===== src/rtl/traffic_light_ctrl_n.sv =====
// traffic_light_ctrl_n: N-way intersection controller serving one direction at a time,
// with latched pedestrian walk phase and a parade hold that freezes the current green.
module traffic_light_ctrl_n #(
    parameter int NUM_DIR    = 4,
    parameter int GREEN_MIN  = 4,
    parameter int GREEN_MAX  = 16,
    parameter int YELLOW_CYC = 2,
    parameter int ALLRED_CYC = 1,
    parameter int WALK_CYC   = 6,
    parameter int TW         = 8,
    localparam int DW        = $clog2(NUM_DIR)
) (
    input  logic                 i_clk,
    input  logic                 i_rst,
    input  logic [NUM_DIR-1:0]   i_traffic,
    input  logic                 i_ped,
    input  logic                 i_P,
    input  logic                 i_R,
    output logic [2*NUM_DIR-1:0] o_light,
    output logic [DW-1:0]        o_dir,
    output logic                 o_walk,
    output logic                 o_parade
);
    typedef enum logic [1:0] {GREEN, YELLOW, ALLRED, WALK} state_t;
    state_t state, nstate;
    logic [DW-1:0] cur, nxt_cur, idx;
    logic [TW-1:0] timer;
    logic ped_pend, parade, found, other_req, go;

    // round-robin pick: first waiting direction after cur, cur itself never chosen
    always_comb begin
        nxt_cur = cur;
        idx = cur;
        found = 1'b0;
        for (int i = 1; i < NUM_DIR; i++) begin
            idx = (idx == DW'(NUM_DIR - 1)) ? '0 : idx + DW'(1);
            if (!found && i_traffic[idx]) begin
                nxt_cur = idx;
                found = 1'b1;
            end
        end
    end

    assign other_req = (|(i_traffic & ~(NUM_DIR'(1) << cur))) | ped_pend;
    assign go = !parade && other_req && timer >= TW'(GREEN_MIN - 1) &&
                (!i_traffic[cur] || timer >= TW'(GREEN_MAX - 1));

    always_comb begin
        nstate = state;
        case (state)
            GREEN:   nstate = go ? YELLOW : GREEN;
            YELLOW:  nstate = (timer == TW'(YELLOW_CYC - 1)) ? ALLRED : YELLOW;
            ALLRED:  nstate = (timer != TW'(ALLRED_CYC - 1)) ? ALLRED : ped_pend ? WALK : GREEN;
            default: nstate = (timer == TW'(WALK_CYC - 1)) ? GREEN : WALK;
        endcase
    end

    always_ff @(posedge i_clk) begin
        if (i_rst) begin
            state    <= GREEN;
            cur      <= '0;
            timer    <= '0;
            ped_pend <= 1'b0;
            parade   <= 1'b0;
        end else begin
            state    <= nstate;
            timer    <= (nstate != state) ? '0 :
                        (state == GREEN && timer == TW'(GREEN_MAX - 1)) ? timer : timer + TW'(1);
            cur      <= (nstate == GREEN && state != GREEN) ? nxt_cur : cur;
            ped_pend <= (nstate == WALK || state == WALK) ? 1'b0 : ped_pend | i_ped;
            parade   <= i_R ? 1'b0 : (i_P | parade);
        end
    end

    always_comb begin
        o_light = '0;
        for (int k = 0; k < NUM_DIR; k++)
            o_light[2*k +: 2] = (DW'(k) != cur) ? 2'd2 :
                                (state == GREEN) ? 2'd0 : (state == YELLOW) ? 2'd1 : 2'd2;
    end

    assign o_dir    = cur;
    assign o_walk   = (state == WALK);
    assign o_parade = parade;
endmodule


===== config.mk =====
export PLATFORM = sky130hd
export DESIGN_NAME = traffic_light_ctrl_n
export DESIGN_NICKNAME = d
export VERILOG_FILES = /design/src/rtl/traffic_light_ctrl_n.sv
export SDC_FILE = /design/constraint.sdc
export NUM_CORES = 1
export LEC_CHECK = 0
export CAP_MARGIN = 15
export CORE_MARGIN = 5
export CORE_UTILIZATION = 40
export CTS_BUF_LIST = sky130_fd_sc_hd__clkbuf_2
export CTS_CLUSTER_SIZE = 30
export DETAILED_ROUTE_END_ITERATION = 8
export GPL_ROUTABILITY_DRIVEN = 1
export PLACE_DENSITY = 0.74
export SLEW_MARGIN = 15
export SYNTH_ARGS = -nofsm -noshare
export SYNTH_HDL_FRONTEND = slang
export SYNTH_SLANG_ARGS = --single-unit

===== constraint.sdc =====
create_clock -name i_clk -period 3 [get_ports i_clk]
set_clock_uncertainty 0.15 [all_clocks]
set_input_delay 0.75 -clock i_clk [delete_from_list [all_inputs] [get_ports i_clk]]
set_output_delay 0.75 -clock i_clk [all_outputs]
set_load 0.01 [all_outputs]

==> impl_results.md, run 1 <==
- Outcome: complete, no violations
- Worst Hold Depth: 2
- Synth Cell Area: 1099 sq um
- Worst Setup Start Kind: flip-flop
- EDFF count, synth: 0
- Syn Area/Cell: 7.791 sq um
- Pin count of the biggest net entering global routing: 15
- Reg2reg setup slack: 0.45 ns
- Vias/cell: 5.727
- Chip width: 62.41 um
- Htree depth: 1
- Root buf cell: clkbuf_2
- Layout cells sized above 1: 0.09202
- Clock latency on the worst-skew pair: 0.28 ns
- Post-cts hold buffer count: 0
- Top cells by count, synth: 20 x nor2_1, 14 x dfxtp_1, 11 x nand3_1, 8 x inv_1, 7 x ha_1
- Final setup vio count: 0
- Area grow syn2layout: 23.80%
- Vias in the first global route: 1,033
- Fillcell total: 256
- Top-count cell post-synth: nor2_1
- Area share of the largest cell type after synthesis: 0.2551
- Die Ht: 62.41 um
- First-pass GRT wire length: 4429 um
- Register area share after synthesis: 0.2551
- #FFs+latches synth: 14
- Ant diodes: 0
- Core Region: 2686 sq um
- Initial Utilization: 0.4089
- Post-cts resize count: 0
- Prevailing post-synth register cell: dfxtp_1
- CP required: 2.10 ns
- TritonRoute pass-1 iters: 4
- Post-CTS Setup Bufs: 0
- Critical R2R Launch: o_dir[0]
- Worst Path Arrival: 1.83 ns
- Ranking of synthesized cells by area: dfxtp_1 26%, ha_1 8.0%, nor2_1 6.8%
- HPWL after DPL: 2065 um
- Highest Clock Rate: 366.2 MHz
- Boundary Pins: 21
- Post-synthesis cell count: 141
- Vias post-DR: 1,111
- Hold Crit Start: o_parade
- Remaining routing DRC violations: 0
- Worst vdd ir: 0.2039 mV
- Fin. max-slew vios: 0
- Crit. End Element: primary output
- Slew Limit Headroom: 0.6732
- Final nets: 180
- Setup TNS: 0 ns
- Kind of critical path: reg2out
- Warnings from Yosys: 0
- Final core occ: 0.5063
- TritonCTS buffer count: 3
- Final hold vios: 0
- Hold Path End: o_parade
- Routed Antenna Nets: 0
- Setup repair after global routing missed its margin: false
- Max-cap violations: 0
- Leakage power: 0.5179 nW
- Port bufs: 20
- CTS Sinks: 14
- Async set-or-reset flop fraction in the synthesized netlist: 0
- Grt ovf: 0
- Full die area: 3894 sq um
- Gpl congestion: 0.8222
- Largest area contributor in the netlist: dfxtp_1
- Drt total wl: 2638 um
- Initial antenna violation count: 0
- Worst Hold Margin: 0.3924 ns
- R2r endpoint: o_dir[1]
- TritonCTS clock tree: done
- Minimum clock period: 2.731 ns
- CTS Buffer Depth: 2
- Drt initial violations: 50
- Yosys cell types: 42
- GRT Total Usage: 0.1353
- Crit path max fanout: 10
- Final worst-path cycle share: 0.9102
- Worst slew pin tran: 0.4778 ns
- PD cells: 311.9 nW/um^2
- Worst-path clk slew: 0.13 ns
- DR WL/cell: 13.60 um
- R2r worst-path depth: 7
- Hold Crit Class: reg2reg
- Core Rows: 19
- Synth Net Count: 157
## metal layers
| metal | GRT usage | up-vias | part of all wire |
|---|---|---|---|
| met1 | 0.1643 | 499 | 0.46 |
| met3 | 0.03417 | 4 | 0.078 |
| li1 | - | 556 | - |
| met5 | 0 | - | 0 |
| met4 | 0.05040 | 0 | 0.014 |
| met2 | 0.2280 | 52 | 0.45 |
## logic make-up (layout without fill, tap and decap cells)
| kind of cell | after synthesis | after routing | synth area share |
|---|---|---|---|
| AND/OR/NAND/NOR | 73 | 73 | 0.3781 |
| AO/OA/AOI/OAI | 25 | 25 | 0.1549 |
| flip-flops | 14 | 14 | 0.2551 |
| buffers and inverters | 13 | 35 | 0.04442 |
| adder cells (fa/ha/maj) | 7 | 7 | 0.07972 |
| XOR/XNOR | 6 | 6 | 0.04784 |
| multiplexers | 3 | 3 | 0.03986 |
## critical path: stages (launching register included)
cell             delay, ns
dfxtp_1               0.53
ha_1                  0.33
and2_1                0.15
clkdlybuf4s50_1       0.53
## worst max path at each step
| stage | from | to | slack [ns] | depth (start not counted) |
|---|---|---|---|---|
| after floorplan | o_dir[0] | o_dir[1] | 0.66 | 8 |
| after global placement | i_traffic[3] | o_dir[1] | 0.23 | 6 |
| after detailed placement | i_traffic[3] | o_dir[1] | 0.18 | 6 |
| after CTS | o_dir[0] | o_light[6] | 0.23 | 3 |
| after global routing | o_dir[0] | o_light[6] | 0.09 | 3 |
| final | o_dir[0] | o_light[6] | 0.27 | 3 |
## power by group
group	leakage [nW]	switching [mW]	internal, mW	total, mW
sequential	0.114	0.0176	0.196	0.214
combinational	0.390	0.0594	0.0613	0.121
clock	0.0140	0.0608	0.0289	0.0898
total	0.518	0.138	0.286	0.424
## layout by cell type, fill, tap and decap left out, types with 3 or more instances in the layout
| cell | count |
|---|---|
| a31oi_1 | 3 |
| o21ai_0 | 4 |
| nand2b_1 | 5 |
| dfxtp_1 | 14 |
| buf_4 | 3 |
| inv_1 | 8 |
| xor2_1 | 3 |
| nand4_1 | 3 |
| nand3_1 | 11 |
| nand2_1 | 5 |
| nor2_1 | 20 |
| clkdlybuf4s50_1 | 20 |
| and2_1 | 6 |
| o22ai_1 | 3 |
| clkbuf_2 | 3 |
| a21oi_1 | 6 |
| ha_1 | 7 |
| xnor2_1 | 3 |
| nor3_1 | 3 |
| nor2b_1 | 3 |
## metrics by stage
stage               cells  total power, mW  setup WS [ns]  instance area, sq um
floorplan             141           0.2924         0.6556                  1099
global placement      190           0.3345         0.2291                  1341
detailed placement    190           0.3384         0.1824                  1341
CTS                   194           0.4285         0.2304                  1360
global route          194           0.4556        0.08952                  1360
finish                194           0.4242         0.2694                  1360
## sequential cells by signal, summed over array words and instances (netlist names)
signal    cells
ped_pend      1
o_dir         2
o_parade      1
timer         8
state         2
## area by class of cell
cell class | instances | area, sq um | share of cell area
flip-flops and latches | 14 | 280.3 | 0.2061
repair buffers | 23 | 222.7 | 0.1638
well taps | 31 | 38.79 | 0.02852
inverters | 8 | 30.03 | 0.02208
clock buffers | 3 | 15.01 | 0.01104
clock inverters | 1 | 3.754 | 0.002760
multi-input cells | 114 | 769.5 | 0.5658
No activity file was read; power rests on OpenSTA's default activity.
==> run 2, diff against run 1 <==
- CORE_MARGIN: 5 -> 2
- clock period: 3 -> 3.4 ns (I/O delays scaled with it)
==> impl_results.md, run 2 (synthesized netlist as in run 1, its figures left out) <==
- Outcome: complete, no violations (unchanged)
- Setup TNS: 0 ns (unchanged)
- Power consumption: 374.8 uW (was 424.2 uW)
- Critical-path cell list: ha_1, and2_1, clkdlybuf4s50_1 (unchanged)
- Met3 WL post-DR: 141 um (was 206 um)
- Full die area: 3182 sq um (was 3894 sq um)
- Post-cts resize count: 0 (unchanged)
- Worst path bufs/invs: 1 (unchanged)
- Worst slew pin tran: 0.5149 ns (was 0.4778 ns)
- Port bufs: 20 (unchanged)
- Final setup vio count: 0 (unchanged)
- GRT Total Usage: 0.1655 (was 0.1353)
- Worst vdd ir: 0.1657 mV (was 0.2039 mV)
- Chip width: 56.41 um (was 62.41 um)
- Top sig layer: met4 (unchanged)
- Boundary Pins: 21 (unchanged)
- Minimum clock period: 2.832 ns
- Initial Utilization: 0.4089 (unchanged)
- Final hold vios: 0 (unchanged)
- Placed Area: 1326 sq um (was 1341 sq um)
- Worst-path cell with the longest stage delay: dfxtp_1 (unchanged)
- PD cells: 278.6 nW/um^2 (was 311.9 nW/um^2)
- Max-cap violations: 0 (unchanged)
- Non-Filler Instances: 192 (was 194)
- Cell family contributing the most delay on the critical path: flip-flops (unchanged)
- Worst slack at placement: 0.4404 ns (was 0.1824 ns)
- DR WL/cell: 12.80 um (was 13.60 um)
- Worst-path clk slew: 0.12 ns (was 0.13 ns)
- Number of flip-flops in the largest register: 8 (unchanged)
- Leakage power: 0.5083 nW (was 0.5179 nW)
- Fin. max-slew vios: 0 (unchanged)
- Pin count of the biggest net entering global routing: 15 (unchanged)
- CTS Sinks: 14 (unchanged)
- Final worst-path cycle share: 0.8330
- Vias post-DR: 1,116 (was 1,111)
- TritonCTS clock tree: done (unchanged)
- Highest Clock Rate: 353.1 MHz
- Worst Hold Margin: 0.3858 ns (was 0.3924 ns)
- Die Ht: 56.41 um (was 62.41 um)
- CP required: 2.40 ns (was 2.10 ns)
- Fillcell total: 259 (was 256)
- M1 WL: 1157 um (was 1203 um)
- Area grow syn2layout: 22.44% (was 23.80%)
- Worst Setup Start Kind: flip-flop (unchanged)
- Vias in the first global route: 959 (was 1,033)
- Commonest cells after routing, fill and taps aside: 20 x nor2_1, 20 x clkdlybuf4s50_1, 14 x dfxtp_1 (unchanged)
- Slew Limit Headroom: 0.6478 (was 0.6732)
- WL met2: 1112 um (was 1191 um)
- Most flops, register: timer (unchanged)
- TritonCTS buffer count: 3 (unchanged)
- Kind of critical path: reg2out (unchanged)
- Post-CTS Setup Bufs: 0 (unchanged)
- Reg2reg setup slack: 0.82 ns (was 0.45 ns)
- First-pass GRT wire length: 4243 um (was 4429 um)
- Clock latency on the worst-skew pair: 0.29 ns (was 0.28 ns)
- CP Depth: 3 (unchanged)
- Cells after DPL: 188 (was 190)
- Worst Hold Depth: 2 (unchanged)
- Post-cts hold buffer count: 0 (unchanged)
- Crit path max fanout: 10 (unchanged)
- Final worst slack: 0.5680 ns (was 0.2694 ns)
- TritonRoute pass-1 iters: 5 (was 4)
- Core Rows: 19 (unchanged)
- Ant diodes: 0 (unchanged)
- Drt initial violations: 41 (was 50)
- HPWL after DPL: 1894 um (was 2065 um)
- Gpl congestion: 0.8497 (was 0.8222)
- Max stage delay on crit path: 0.54 ns (was 0.53 ns)
- Core Region: 2686 sq um (unchanged)
- Crit. End Element: primary output (unchanged)
- CTS Buffer Depth: 2 (unchanged)
- Worst Path Arrival: 1.83 ns (about the same)
- Final core occ: 0.5007 (was 0.5063)
- Root buf cell: clkbuf_2 (unchanged)
- Remaining routing DRC violations: 0 (unchanged)
- Hold Crit Class: reg2reg (unchanged)
- Vias/cell: 5.813 (was 5.727)
- Drt total wl: 2457 um (was 2638 um)
- R2r worst-path depth: 7 (unchanged)
- Setup repair after global routing missed its margin: false (unchanged)
- Initial antenna violation count: 0 (unchanged)
- Register area: 280.3 sq um (unchanged)
- Final nets: 178 (was 180)
- Grt ovf: 0 (unchanged)
- Final Cell Area: 1345 sq um (was 1360 sq um)
- Htree depth: 1 (unchanged)
- Multi-input logic area: 769.5 sq um (unchanged)
- Layout cells sized above 1: 0.08075 (was 0.09202)
- Routed Antenna Nets: 0 (unchanged)
[run 2: worst reg2reg max path: stages (launching register included)]
cell     delay [ns]
dfxtp_1        0.54
inv_1          0.12
ha_1           0.41
or3_1          0.39
nor4_1         0.30
a31oi_1        0.08
nand4_1        0.16
mux2_2         0.34
[run 2: cell type report]
class                      instances  share of cell area
clock inverter                     1            0.002791
multi-input combinational        114              0.5721
timing repair buffer              21              0.1544
inverter                           8             0.02233
clock buffer                       3             0.01116
sequential                        14              0.2084
tap                               31             0.02884
[run 2: final timing paths]
path / start / end
setup / recovery: o_dir[0] / o_light[6]
hold reg to reg: o_parade / o_parade
setup reg to reg: o_dir[0] / o_dir[1]
hold / removal: o_parade / o_parade
[run 2: layer usage]
layer,vias up,GRT usage
met3,9,0.03687
met5,-,0
met2,47,0.2437
li1,552,-
met4,0,0.07483
met1,508,0.2298
[run 2: power by group]
group	switching [mW]	internal, mW	total (mW)
sequential	0.0160	0.173	0.189
combinational	0.0525	0.0528	0.105
clock	0.0548	0.0255	0.0803
